$ cat src/rtl/traffic_cmd.sv
// Front-panel command stage: synchronizes and debounces SEND/GO, latches switch fields into the
// per-light programming bus, and tracks run state and which light/colour slots were programmed.
module traffic_cmd #(
    parameter int unsigned DEBOUNCE_CYCLES = 500000,
    parameter int unsigned CNT_W           = 19
) (
    input  logic       i_clk,
    input  logic       i_rst,
    input  logic       i_btn_send,
    input  logic       i_btn_go,
    input  logic [7:0] i_sw,
    output logic       o_inst_send,
    output logic [1:0] o_traffic_sel,
    output logic       o_color_sel,
    output logic       o_start_color,
    output logic [3:0] o_input_time,
    output logic       o_is_running,
    output logic [7:0] o_cfg_mask,
    output logic       o_send_rejected
);

    localparam logic [CNT_W-1:0] CNT_MAX = CNT_W'(DEBOUNCE_CYCLES - 1);
    localparam int unsigned BTN_SEND = 0;
    localparam int unsigned BTN_GO   = 1;

    typedef enum logic {
        StStopped,
        StRunning
    } state_e;

    state_e           r_state;
    logic [1:0]       r_btn_meta;
    logic [1:0]       r_btn_sync;
    logic [7:0]       r_sw_meta;
    logic [7:0]       r_sw_sync;
    logic [1:0]       r_db;
    logic [1:0]       r_db_prev;
    logic [CNT_W-1:0] r_cnt [2];

    logic [1:0]       w_press;
    logic [2:0]       w_slot;

    assign w_press      = r_db & ~r_db_prev;
    assign w_slot       = {r_sw_sync[1:0], r_sw_sync[2]};
    assign o_is_running = (r_state == StRunning);

    always_ff @(posedge i_clk) begin
        if (i_rst) begin
            r_btn_meta <= '0;
            r_btn_sync <= '0;
            r_sw_meta  <= '0;
            r_sw_sync  <= '0;
        end else begin
            r_btn_meta <= {i_btn_go, i_btn_send};
            r_btn_sync <= r_btn_meta;
            r_sw_meta  <= i_sw;
            r_sw_sync  <= r_sw_meta;
        end
    end

    // A level change needs DEBOUNCE_CYCLES consecutive differing samples; any match restarts.
    always_ff @(posedge i_clk) begin
        if (i_rst) begin
            r_db      <= '0;
            r_db_prev <= '0;
            for (int i = 0; i < 2; i++) begin
                r_cnt[i] <= '0;
            end
        end else begin
            r_db_prev <= r_db;
            for (int i = 0; i < 2; i++) begin
                if (r_btn_sync[i] == r_db[i]) begin
                    r_cnt[i] <= '0;
                end else if (r_cnt[i] == CNT_MAX) begin
                    r_db[i]  <= ~r_db[i];
                    r_cnt[i] <= '0;
                end else begin
                    r_cnt[i] <= r_cnt[i] + 1'b1;
                end
            end
        end
    end

    // Send is judged against the pre-toggle state when both buttons fire together.
    always_ff @(posedge i_clk) begin
        if (i_rst) begin
            r_state         <= StStopped;
            o_inst_send     <= 1'b0;
            o_send_rejected <= 1'b0;
            o_traffic_sel   <= '0;
            o_color_sel     <= 1'b0;
            o_start_color   <= 1'b0;
            o_input_time    <= '0;
            o_cfg_mask      <= '0;
        end else begin
            o_inst_send     <= 1'b0;
            o_send_rejected <= 1'b0;
            if (w_press[BTN_SEND]) begin
                if (r_state == StStopped) begin
                    o_inst_send        <= 1'b1;
                    o_traffic_sel      <= r_sw_sync[1:0];
                    o_color_sel        <= r_sw_sync[2];
                    o_start_color      <= r_sw_sync[3];
                    o_input_time       <= r_sw_sync[7:4];
                    o_cfg_mask[w_slot] <= 1'b1;
                end else begin
                    o_send_rejected <= 1'b1;
                end
            end
            if (w_press[BTN_GO]) begin
                r_state <= (r_state == StStopped) ? StRunning : StStopped;
            end
        end
    end

endmodule

$ cat config.mk
export PLATFORM = sky130hd
export DESIGN_NAME = traffic_cmd
export DESIGN_NICKNAME = d
export VERILOG_FILES = /design/src/rtl/traffic_cmd.sv
export SDC_FILE = /design/constraint.sdc
export NUM_CORES = 1
export LEC_CHECK = 0
export CAP_MARGIN = 25
export CORE_MARGIN = 2
export CORE_UTILIZATION = 51
export DETAILED_ROUTE_END_ITERATION = 10
export GPL_ROUTABILITY_DRIVEN = 0
export HOLD_SLACK_MARGIN = 0.03
export PLACE_DENSITY = 0.79
export SLEW_MARGIN = 20
export SYNTH_ARGS = -nofsm -noshare
export SYNTH_HDL_FRONTEND = slang
export SYNTH_SLANG_ARGS = --single-unit
export TNS_END_PERCENT = 1
$ cat constraint.sdc
create_clock -name i_clk -period 1.7 [get_ports i_clk]
set_input_delay 0.51 -clock i_clk [delete_from_list [all_inputs] [get_ports i_clk]]
set_output_delay 0.51 -clock i_clk [all_outputs]
set_load 0.01 [all_outputs]
==> reports/metrics.sh <==
IO_PINS=31
SYNTH_TOP_CELLS_BY_AREA='sky130_fd_sc_hd__edfxtp_1 33%, sky130_fd_sc_hd__dfxtp_1 25%, sky130_fd_sc_hd__nor2_1 5.3%, sky130_fd_sc_hd__xnor2_1 5.0%, sky130_fd_sc_hd__nor2b_1 4.5%'
HIGHEST_LAYER='met4'
SETUP.WORST_PATH.CLASS='reg -> reg'
TIMING.FINAL.CRIT_SHARE_PCT=106
TIMING_HOLD_VIOLATIONS_FINAL=0
YS.WARNINGS.COUNT=0
ROUTED_WIRELENGTH_MM=6.45
GRT_USAGE_PCT=18.0
FIRST_GLOBAL_VIAS=2422
NUMCTSBUFFERS=9
GRT_START_MAX_NET_PINS=37
POWER_SWITCHING_uW=899
CRIT_PATH_START_KIND='flip-flop'
DRT-MET1-WL_MM=2.92
MAXCLOCKFREQUENCY_MHz=553
CRITPATHCAPTURETYPE='flip-flop'
FINAL.SETUP_SKEW_NS=0.0114
DETAIL_ROUTE.FIRST_PASS.ITERATIONS=4
PWR-SHARE-SEQ_PCT=55.0
FINAL.MIN_CLOCK_PERIOD_NS=1.81
POSTROUTEANTENNANETS=0
FLOW.AREA_GROWTH_FROM_SYNTHESIS_PCT=30.3
UNREPAIRED_SETUP_ENDPOINTS_AFTER_GLOBAL_ROUTING='true'
FAILING_CHECKS='setup timing'
DIE-AREA_UM2=7480
CLKLATENCYLATEPIN_NS=0.35
POWER_FRAC_CLOCK_PCT=39.8
MEAN_POST_SYNTH_CELL_AREA_UM2=10.3
WORST-ENDPOINT-REQUIRED_NS=1.80
MET3ROUTEDLENGTH_UM=198
SYNTH.TOP_CELL.AREA_SHARE_PCT=32.9
SYN_INST=337
ASYNC_RESET_FF_SHARE_PCT=0
FINAL_NET_COUNT=457
POSTSYNTHREGISTERBITS=81
CPLARGESTDELAYFAMILY='simple AND/OR/NAND/NOR gates'
DRT_DRC_VIOLATIONS_LEFT=0
TOTAL_LEAKAGE_POWER_uW=0.00177
LAYOUT-DRIVE-GT1-SHARE_PCT=15.4
WORST_SLACK_NS=-0.110
PLACE_WORST_SETUP_SLACK_NS=-0.137
TIMING.CRITICAL_PATH.CELLS='nor4b_1 > nand4_1 > o21bai_2 > buf_4 > nor2_1'
TIMING_MAX_TRANSITION_VIOLATIONS_FINAL=0
CTS_HOLD_BUFFERS=0
TRITONCTS='built'
CTS.CLK_SLEW.WORST_PATHS_NS=0.09
CRITPATHARRIVALTIME_NS=1.91
YOSYSTOPAREACELL='sky130_fd_sc_hd__edfxtp_1'
P_PER_AREA_nW_PER_UM2=863
MAPPEDNETLISTAREA_UM2=3470
PLACED_INSTANCES=512
SYNTH_ENABLE_FLOP_CELLS=38
CORE.ROWCOUNT=30
GRT_FIRST_PASS_WIRELENGTH_MM=10.5
YOSYSSEQAREASHARE_PCT=57.7
LAYOUTNONFILLERINSTCOUNT=528
PORTBUFFERS=30
DETAIL_ROUTE.VIAS_PER_CELL=5.05
PEAKVDDDROP_uV=647
SETUP_VIOL_COUNT_FINAL=19
P_SW_SHARE_PCT=23.0
TOTAL_VIA_COUNT_AFTER_DETAILED_ROUTING=2667
INTERNAL_POWER_uW=3000
NUMBER_OF_SINKS_ON_THE_CLOCK_NET=81
SYNTH.DISTINCT_CELLS=38
FIRST_ITER_VIOLATIONS=129
FP.COREAREA_UM2=6680
CTS.ROOT.BUFFER_CELL='sky130_fd_sc_hd__clkbuf_8'
GRT_OVERFLOW=0
ROUTE.MET2.WL_MM=3.24
ROUTE.DETAILED.WL_PER_INST_UM=12.2
NUM_ANTENNA_CELLS=0
TIMING.CRITICAL_PATH.SLOWEST_STAGE_CELL='sky130_fd_sc_hd__nor4b_1'
CRITICAL_PATH_BUF_INV_COUNT=1
DIE_W_UM=86.5
MIN_PATH_TYPE='reg -> reg'
CAP_VIOLATIONS=0
POST_CTS.REPAIR.SETUP_BUFFERS=0
STATUS='finished with violations'
PLACE_HPWL_MM=4.70
CHIPHEIGHT_UM=86.5
GRT_ANTENNA_BEFORE_REPAIR=0
FLOORPLAN.INITIALDENSITY_PCT=52.0
CTS_BUFFER_DEPTH=2
HTREEDEPTH=3
YS_DOMINANT_REG_CELL='sky130_fd_sc_hd__dfxtp_1'
FILLCELLCOUNT=504
SHARE_COMB_OF_TOTAL_POWER_PCT=5.2
MAX_STAGE_DELAY_NS=0.45
CP_MAX_FO=10
## routing by layer
layer / track usage (%) / vias up
li1: - / 1353
met5: 0 / -
met1: 22.3 / 1269
met3: 5.81 / 9
met2: 29.7 / 36
met4: 6.25 / 0
## final cells by class
cell class / count / area (µm²) / share of cell area, %
clock buffers: 10 / 149 / 3.29
clock inverters: 6 / 78.8 / 1.74
inverters: 9 / 33.8 / 0.747
multi-input cells: 274 / 1590 / 35.1
flip-flops and latches: 81 / 2000 / 44.2
well taps: 80 / 100 / 2.21
repair buffers: 68 / 574 / 12.7
## kinds of logic after synthesis
family,after synthesis,synth area share (%)
AO/OA/AOI/OAI,29,4.54
XOR/XNOR,31,7.82
adder cells (fa/ha/maj),2,0.721
buffers and inverters,19,2.16
flip-flops,81,57.7
multiplexers,3,0.901
other,1,0.108
AND/OR/NAND/NOR,171,26.1
## cells in the mapped netlist, drive strengths merged, types with 2 or more instances
| library cell | instances |
|---|---|
| or3 | 6 |
| inv | 9 |
| nand3 | 14 |
| nand2 | 24 |
| nor3b | 3 |
| or4 | 2 |
| nor2b | 25 |
| a31oi | 2 |
| and3 | 3 |
| nor2 | 49 |
| buf | 3 |
| edfxtp | 38 |
| nand2b | 4 |
| nand4 | 14 |
| xnor2 | 20 |
| and2 | 3 |
| xor2 | 11 |
| o21ai | 4 |
| nor4 | 10 |
| mux2i | 2 |
| nor3 | 5 |
| and4 | 3 |
| dfxtp | 43 |
| ha | 2 |
| nor4b | 3 |
| clkbuf | 7 |
| a21oi | 19 |
| o21bai | 2 |
## power groups by stage
stage / clock network (µW) / logic (µW) / registers [µW]
6_report: 1560 / 202 / 2150
5_1_grt: 1680 / 226 / 2150
4_1_cts: 1590 / 197 / 2140
3_5_place_dp: 0 / 195 / 2190
3_3_place_gp: 0 / 190 / 2180
2_1_floorplan: 0 / 106 / 2180
## cells in the final DEF, fill, tap and decap left out, drive strengths merged, types with 14 or more instances in the layout
master	n
nor2	49
dfxtp	43
edfxtp	38
conb	38
buf	38
nor2b	25
nand2	24
xnor2	20
dlygate4sd2	19
a21oi	19
nand3	14
nand4	14
## state kept, by name, summed over array words and instances (netlist names), 2 cells and up
register       flops
r_btn_meta         2
o_input_time       4
r_sw_sync          8
r_btn_sync         2
o_cfg_mask         8
r_db               2
r_db_prev          2
r_sw_meta          8
r_cnt             38
o_traffic_sel      2
## metrics by stage
stage | util, % | setup TNS, ns | instance area (µm²) | total power (µW) | hold WS [ns]
2_1_floorplan | - | -0.187 | 3620 | 2290 | 0.414
3_3_place_gp | 64.0 | -2.58 | 4280 | 2370 | 0.417
3_5_place_dp | 64.0 | -3.34 | 4280 | 2380 | 0.426
4_1_cts | 67.1 | -1.50 | 4480 | 3930 | 0.439
5_1_grt | 67.7 | -2.85 | 4520 | 4060 | 0.456
6_report | 67.7 | -1.48 | 4520 | 3900 | 0.431
## path summary, 6_finish.rpt
kind / start / endpoint / slack, ns / cells after the start
worst max register to register: r_cnt[0][10]$_SDFFCE_PN0P_ / r_cnt[0][16]$_SDFFCE_PN0P_ / -0.11 / 5
worst max-delay path: r_cnt[0][10]$_SDFFCE_PN0P_ / r_cnt[0][16]$_SDFFCE_PN0P_ / -0.11 / 5
worst min register to register: r_sw_meta[0]$_SDFF_PP0_ / r_sw_sync[0]$_SDFF_PP0_ / 0.43 / 1
worst min-delay path: r_sw_meta[0]$_SDFF_PP0_ / r_sw_sync[0]$_SDFF_PP0_ / 0.43 / 1
## repair_timing
action | in CTS | in global routing
pin swaps | 1 | 1
endpoints found under the setup margin | 37 | 36
gates resized for setup | 19 | 8
Power figures use the tool's default switching activity.
